[config.mk]
export PLATFORM = sky130hd
export DESIGN_NAME = exp_sequencer
export DESIGN_NICKNAME = d
export VERILOG_FILES = /design/src/rtl/exp_sequencer.sv
export SDC_FILE = /design/constraint.sdc
export NUM_CORES = 1
export LEC_CHECK = 0
export BUFFER_PORTS_ARGS = -buffer_cell sky130_fd_sc_hd__buf_2
export CAP_MARGIN = 40
export CORE_ASPECT_RATIO = 1.4
export CORE_MARGIN = 4
export CORE_UTILIZATION = 48
export DETAILED_ROUTE_END_ITERATION = 8
export PLACE_DENSITY = 0.8
export REMOVE_ABC_BUFFERS = 1
export SLEW_MARGIN = 20
export SYNTH_ARGS = -nofsm -noshare
export SYNTH_HDL_FRONTEND = slang
export SYNTH_SLANG_ARGS = --single-unit
[constraint.sdc]
create_clock -name clk_in -period 3.58 [get_ports clk_in]
set_clock_uncertainty 0.15 [all_clocks]
set_input_delay 0.179 -clock clk_in [delete_from_list [all_inputs] [get_ports clk_in]]
set_output_delay 0.179 -clock clk_in [all_outputs]
set_load 0.03 [all_outputs]
[src/rtl/exp_sequencer.sv]
// Exponent micro-sequencer: drives the exponent register file through LOAD/STEP1/STEP2 micro-ops.
// Optional range flag is compiled in with EXP_SEQ_RANGE_EN.
module exp_sequencer #(
  parameter int REGISTER_WIDTH = 9
) (
  input  logic                      clk_in,
  input  logic                      reset_n_in,
  input  logic                      start_in,
  input  logic [1:0]                op_in,
  input  logic [7:0]                expA_in,
  input  logic [7:0]                expB_in,
  output logic                      ready_out,
  output logic                      done_out,
  output logic [REGISTER_WIDTH-1:0] result_out,
  output logic                      borrow_out,
  output logic                      range_err_out,
  output logic                      writeEnableR0_out,
  output logic                      writeEnableR1_out,
  output logic [REGISTER_WIDTH-1:0] writeValueR0_out,
  output logic [REGISTER_WIDTH-1:0] writeValueR1_out,
  output logic [2:0]                readSelectA_out,
  output logic [2:0]                readSelectB_out,
  input  logic [REGISTER_WIDTH-1:0] readResultA_in,
  input  logic [REGISTER_WIDTH-1:0] readResultB_in
);
  localparam int W = REGISTER_WIDTH;

  typedef enum logic [2:0] {IDLE, LOAD, STEP1, STEP2, DONE} state_t;
  typedef enum logic [1:0] {OP_MUL = 2'b00, OP_DIV = 2'b01, OP_I2F = 2'b10, OP_ALN = 2'b11} op_t;

  localparam logic [2:0] SEL_R0 = 3'b000, SEL_R1 = 3'b001, SEL_ZERO = 3'b010,
                         SEL_158 = 3'b101, SEL_127 = 3'b110;

  state_t       state, state_nx;
  op_t          op_q;
  logic [7:0]   a_q, b_q;
  logic         alu_sub, final_step;
  logic [W:0]   alu_sum;
  logic [W-1:0] alu_res;
  logic         alu_borrow;

  // Shared adder: subtract is A + ~B + 1, borrow is the missing carry-out.
  assign alu_sum    = {1'b0, readResultA_in} + {1'b0, readResultB_in ^ {W{alu_sub}}} + (W+1)'(alu_sub);
  assign alu_res    = alu_sum[W-1:0];
  assign alu_borrow = alu_sub & ~alu_sum[W];

  always_comb begin
    state_nx          = state;
    ready_out         = 1'b0;
    done_out          = 1'b0;
    writeEnableR0_out = 1'b0;
    writeEnableR1_out = 1'b0;
    writeValueR0_out  = W'(a_q);
    writeValueR1_out  = W'(b_q);
    readSelectA_out   = SEL_ZERO;
    readSelectB_out   = SEL_ZERO;
    alu_sub           = 1'b0;
    final_step        = 1'b0;
    case (state)
      IDLE: begin
        ready_out = 1'b1;
        if (start_in) state_nx = LOAD;
      end
      LOAD: begin
        writeEnableR0_out = 1'b1;
        writeEnableR1_out = 1'b1;
        state_nx          = STEP1;
      end
      STEP1: begin
        writeEnableR0_out = 1'b1;
        writeValueR0_out  = alu_res;
        case (op_q)
          OP_MUL: begin readSelectA_out = SEL_R0;  readSelectB_out = SEL_R1;  end
          OP_DIV: begin readSelectA_out = SEL_R0;  readSelectB_out = SEL_127; end
          OP_I2F: begin readSelectA_out = SEL_158; readSelectB_out = SEL_R1; alu_sub = 1'b1; end
          default: begin readSelectA_out = SEL_R0; readSelectB_out = SEL_R1; alu_sub = 1'b1; end
        endcase
        if (op_q == OP_MUL || op_q == OP_DIV) state_nx = STEP2;
        else begin
          final_step = 1'b1;
          state_nx   = DONE;
        end
      end
      STEP2: begin
        writeEnableR0_out = 1'b1;
        writeValueR0_out  = alu_res;
        readSelectA_out   = SEL_R0;
        readSelectB_out   = (op_q == OP_MUL) ? SEL_127 : SEL_R1;
        alu_sub           = 1'b1;
        final_step        = 1'b1;
        state_nx          = DONE;
      end
      DONE: begin
        done_out = 1'b1;
        state_nx = IDLE;
      end
      default: state_nx = IDLE;
    endcase
  end

  always_ff @(posedge clk_in or negedge reset_n_in) begin
    if (!reset_n_in) begin
      state      <= IDLE;
      op_q       <= OP_MUL;
      a_q        <= '0;
      b_q        <= '0;
      result_out <= '0;
      borrow_out <= 1'b0;
    end else begin
      state <= state_nx;
      if (state == IDLE && start_in) begin
        op_q <= op_t'(op_in);
        a_q  <= expA_in;
        b_q  <= expB_in;
      end
      if (final_step) begin
        result_out <= alu_res;
        borrow_out <= alu_borrow;
      end
    end
  end

`ifdef EXP_SEQ_RANGE_EN
  // Only MUL/DIV produce a new FP exponent; INT2FP/ALIGN never flag.
  always_ff @(posedge clk_in or negedge reset_n_in) begin
    if (!reset_n_in) range_err_out <= 1'b0;
    else if (final_step)
      range_err_out <= (op_q == OP_MUL || op_q == OP_DIV) &&
                       (alu_borrow || alu_res == '0 || alu_res > W'(254));
  end
`else
  assign range_err_out = 1'b0;
`endif

endmodule

==> run metrics <==
status complete, no violations; Routed wire per std cell 13.9 µm; IO Port Bufs 75; max_cap viols 0; via density per instance 5.17; min-delay src start_in; # setup viols final 0; Critical path destination writeValueR0_out[8]; reg-to-reg endpoint result_out[8]; Layout area overhead 35.6%; worst-path fanout max 19; Die W slightly above 60 µm; pin count of the biggest net entering global routing 32; Antenna diodes 0; gp weighted congestion 0.761; P_leak 1.25 nW; Post-synth ARST share 100%; Mapped Avg Cell Area between 9 and 10 µm²; number of setup buffers added after CTS 0; initial core utilization 50.5%; Crit. Startpoint state[2]; PwrDens 1010 mW/mm²; Slew HR 53.5%; Cell variety after synth 40; Worst-path clk slew ~60 ps; Synth top area share 41.4%; drt pass-1 iters 4; R2R setup slack 710 ps; Worst setup EP type output pin; Detail Route Antenna Nets 0; DR iter-0 viols 53; clock latency on the worst-skew pair 270 ps; Hold Path Class in -> reg; Cell Area, Placed 0.00225 mm²; sequential area share after synthesis 41.4%; fin crit share between 90% and 100%; first-pass GRT wire length roughly 7400 µm; setup TNS 0 ps; ratio of cells with drive above 1 in the final layout between 30% and 40%; fmax approximately 0.3 GHz; top cells by area in the synthesized netlist dfrtp_1 (41%), mux2_2 (11%), ha_1 (6.0%), xnor2_1 (4.7%), o21ai_0 (4.3%); CP startpoint kind flip-flop; vias in the first global route 1,721; final net count 329; WP data required 3250 ps; WP data arrival between 3000 and 4000 ps; CP Class reg -> out; Detail Placement HPWL 3270 µm; final worst path period need approximately 3400 ps; Reg2Reg Depth 10; GR Util All Layers 19.7%; clk buf depth 2; Clock Sinks 31; Std-Cell Rows 26; Yosys warning count 0; CTS tree yes; ys flop type dfrtp_1; design area 0.00254 mm²; io pins a little under 80; Clock Tree Root clkbuf_8; DRC 0; leading area contributor after synthesis dfrtp_1; Pins Over Slew Limit 0; Synth Register Bits 31; DIE HEIGHT 81.9 µm; core footprint 0.00371 mm²; final wirelength roughly 4500 µm; overflow left after global routing 0; antenna violations before repair 0; H-Tree Depth 2; EDFF count, synth 0; Post-Synthesis Cells 189; Vias roughly 1,700; post-synthesis cell area 0.00187 mm²; final hold violation count 0; RSZ-0062 raised after global routing no; Die ar. 0.00498 mm²; Crit Reg-Reg Startpoint state[2]; Tightest Pin Transition 698 ps; Max VDD drop 0.000659 V; total CTS buffers 5
cell usage after synthesis (3+ instances only):
library cell	count
dfrtp_1	31
nand2_1	21
mux2_2	18
o21ai_0	16
nor2_1	10
xnor2_1	10
ha_1	9
a21oi_1	7
inv_1	7
buf_2	5
xor2_1	5
buf_4	4
clkbuf_1	4
nand2b_1	4
o21a_1	4
nor3_1	3
o31ai_1	3
report_power, final:
part | internal [mW] | switching, mW
Combinational | 0.600 | 1.06
Sequential | 0.529 | 0.112
Clock | 0.136 | 0.120
timing repair:
item / in CTS / in global routing
endpoints found under the setup margin: 0 / 1
hold endpoints to repair: 49 / 0
resized for setup: 0 / 1
hold buffers: 19 / 0
layout by cell type (no fill, tap or decap), types with 3 or more instances in the layout:
| cell | instances |
|---|---|
| buf_2 | 75 |
| a21oi_1 | 7 |
| inv_1 | 7 |
| nor2_1 | 10 |
| o21ai_0 | 15 |
| xnor2_1 | 10 |
| clkbuf_8 | 5 |
| nand2b_1 | 4 |
| dlygate4sd3_1 | 19 |
| nand2_1 | 21 |
| xor2_1 | 5 |
| o31ai_1 | 3 |
| ha_1 | 9 |
| o21a_1 | 4 |
| nor3_1 | 3 |
| mux2_2 | 18 |
| dfrtp_1 | 31 |
worst max-delay path, cell delays in order (launching register included):
cell and delay, ps:
dfrtp_1 430, and2b_2 290, o21ai_4 140, buf_4 310, xnor2_1 150, ha_1 340
a2111oi_0 440, a21oi_1 70, o21ai_0 120, xor2_1 210, nor2_1 60, buf_2 190
logic make-up after synthesis:
logic type,count (synthesis),share of synthesized area [%]
other cells,1,0.200
simple gates,47,11.8
fa+ha+maj,10,7.08
compound gates,45,15.8
xor+xnor,15,7.01
buf+inv,21,5.34
mux,19,11.4
flops,31,41.4
flip-flops by register name (all words and copies together), names as in the netlist:
signal	cells
b_q	8
borrow_out	1
result_out	9
state	3
a_q	8
op_q	2
layout make-up:
type	count	area, µm²
well taps	42	52.6
clock inverters	1	5.00
inverters	8	30.0
repair buffers	96	588
multi-input cells	138	1010
fillers	317	1170
flip-flops and latches	31	776
clock buffers	7	76.3
per-layer routing:
layer	global-route usage, %	share of wire [%]	vias up
li1	-	-	837
met1	21.6	38	765
met2	35.2	53	55
met3	5.03	6.1	12
met4	8.24	2.9	0
met5	0	0	-
stage by stage:
stage                     setup slack [ps]  hold WS (ps)  util (%)  cells  power (mW)
after CTS                              172           133      67.9    322        2.56
after floorplan                      -1040          -267         -    177        1.84
final                                  223           135      68.5    323        2.56
after detailed placement               473           114      60.6    295        2.28
after global placement                 553           112      60.6    295        2.25
after global routing                  69.8           132      68.5    323        2.77
worst min-delay path by stage:
| stage | end | slack (ps) | cells past startpoint |
|---|---|---|---|
| after global routing | state[0] | 130 | 3 |
| after CTS | result_out[0] | 130 | 3 |
| after global placement | b_q[0] | 110 | 1 |
| final | state[0] | 140 | 3 |
| after floorplan | a_q[0] | -270 | 0 |
| after detailed placement | b_q[0] | 110 | 1 |
No activity file was read; power rests on OpenSTA's default activity.
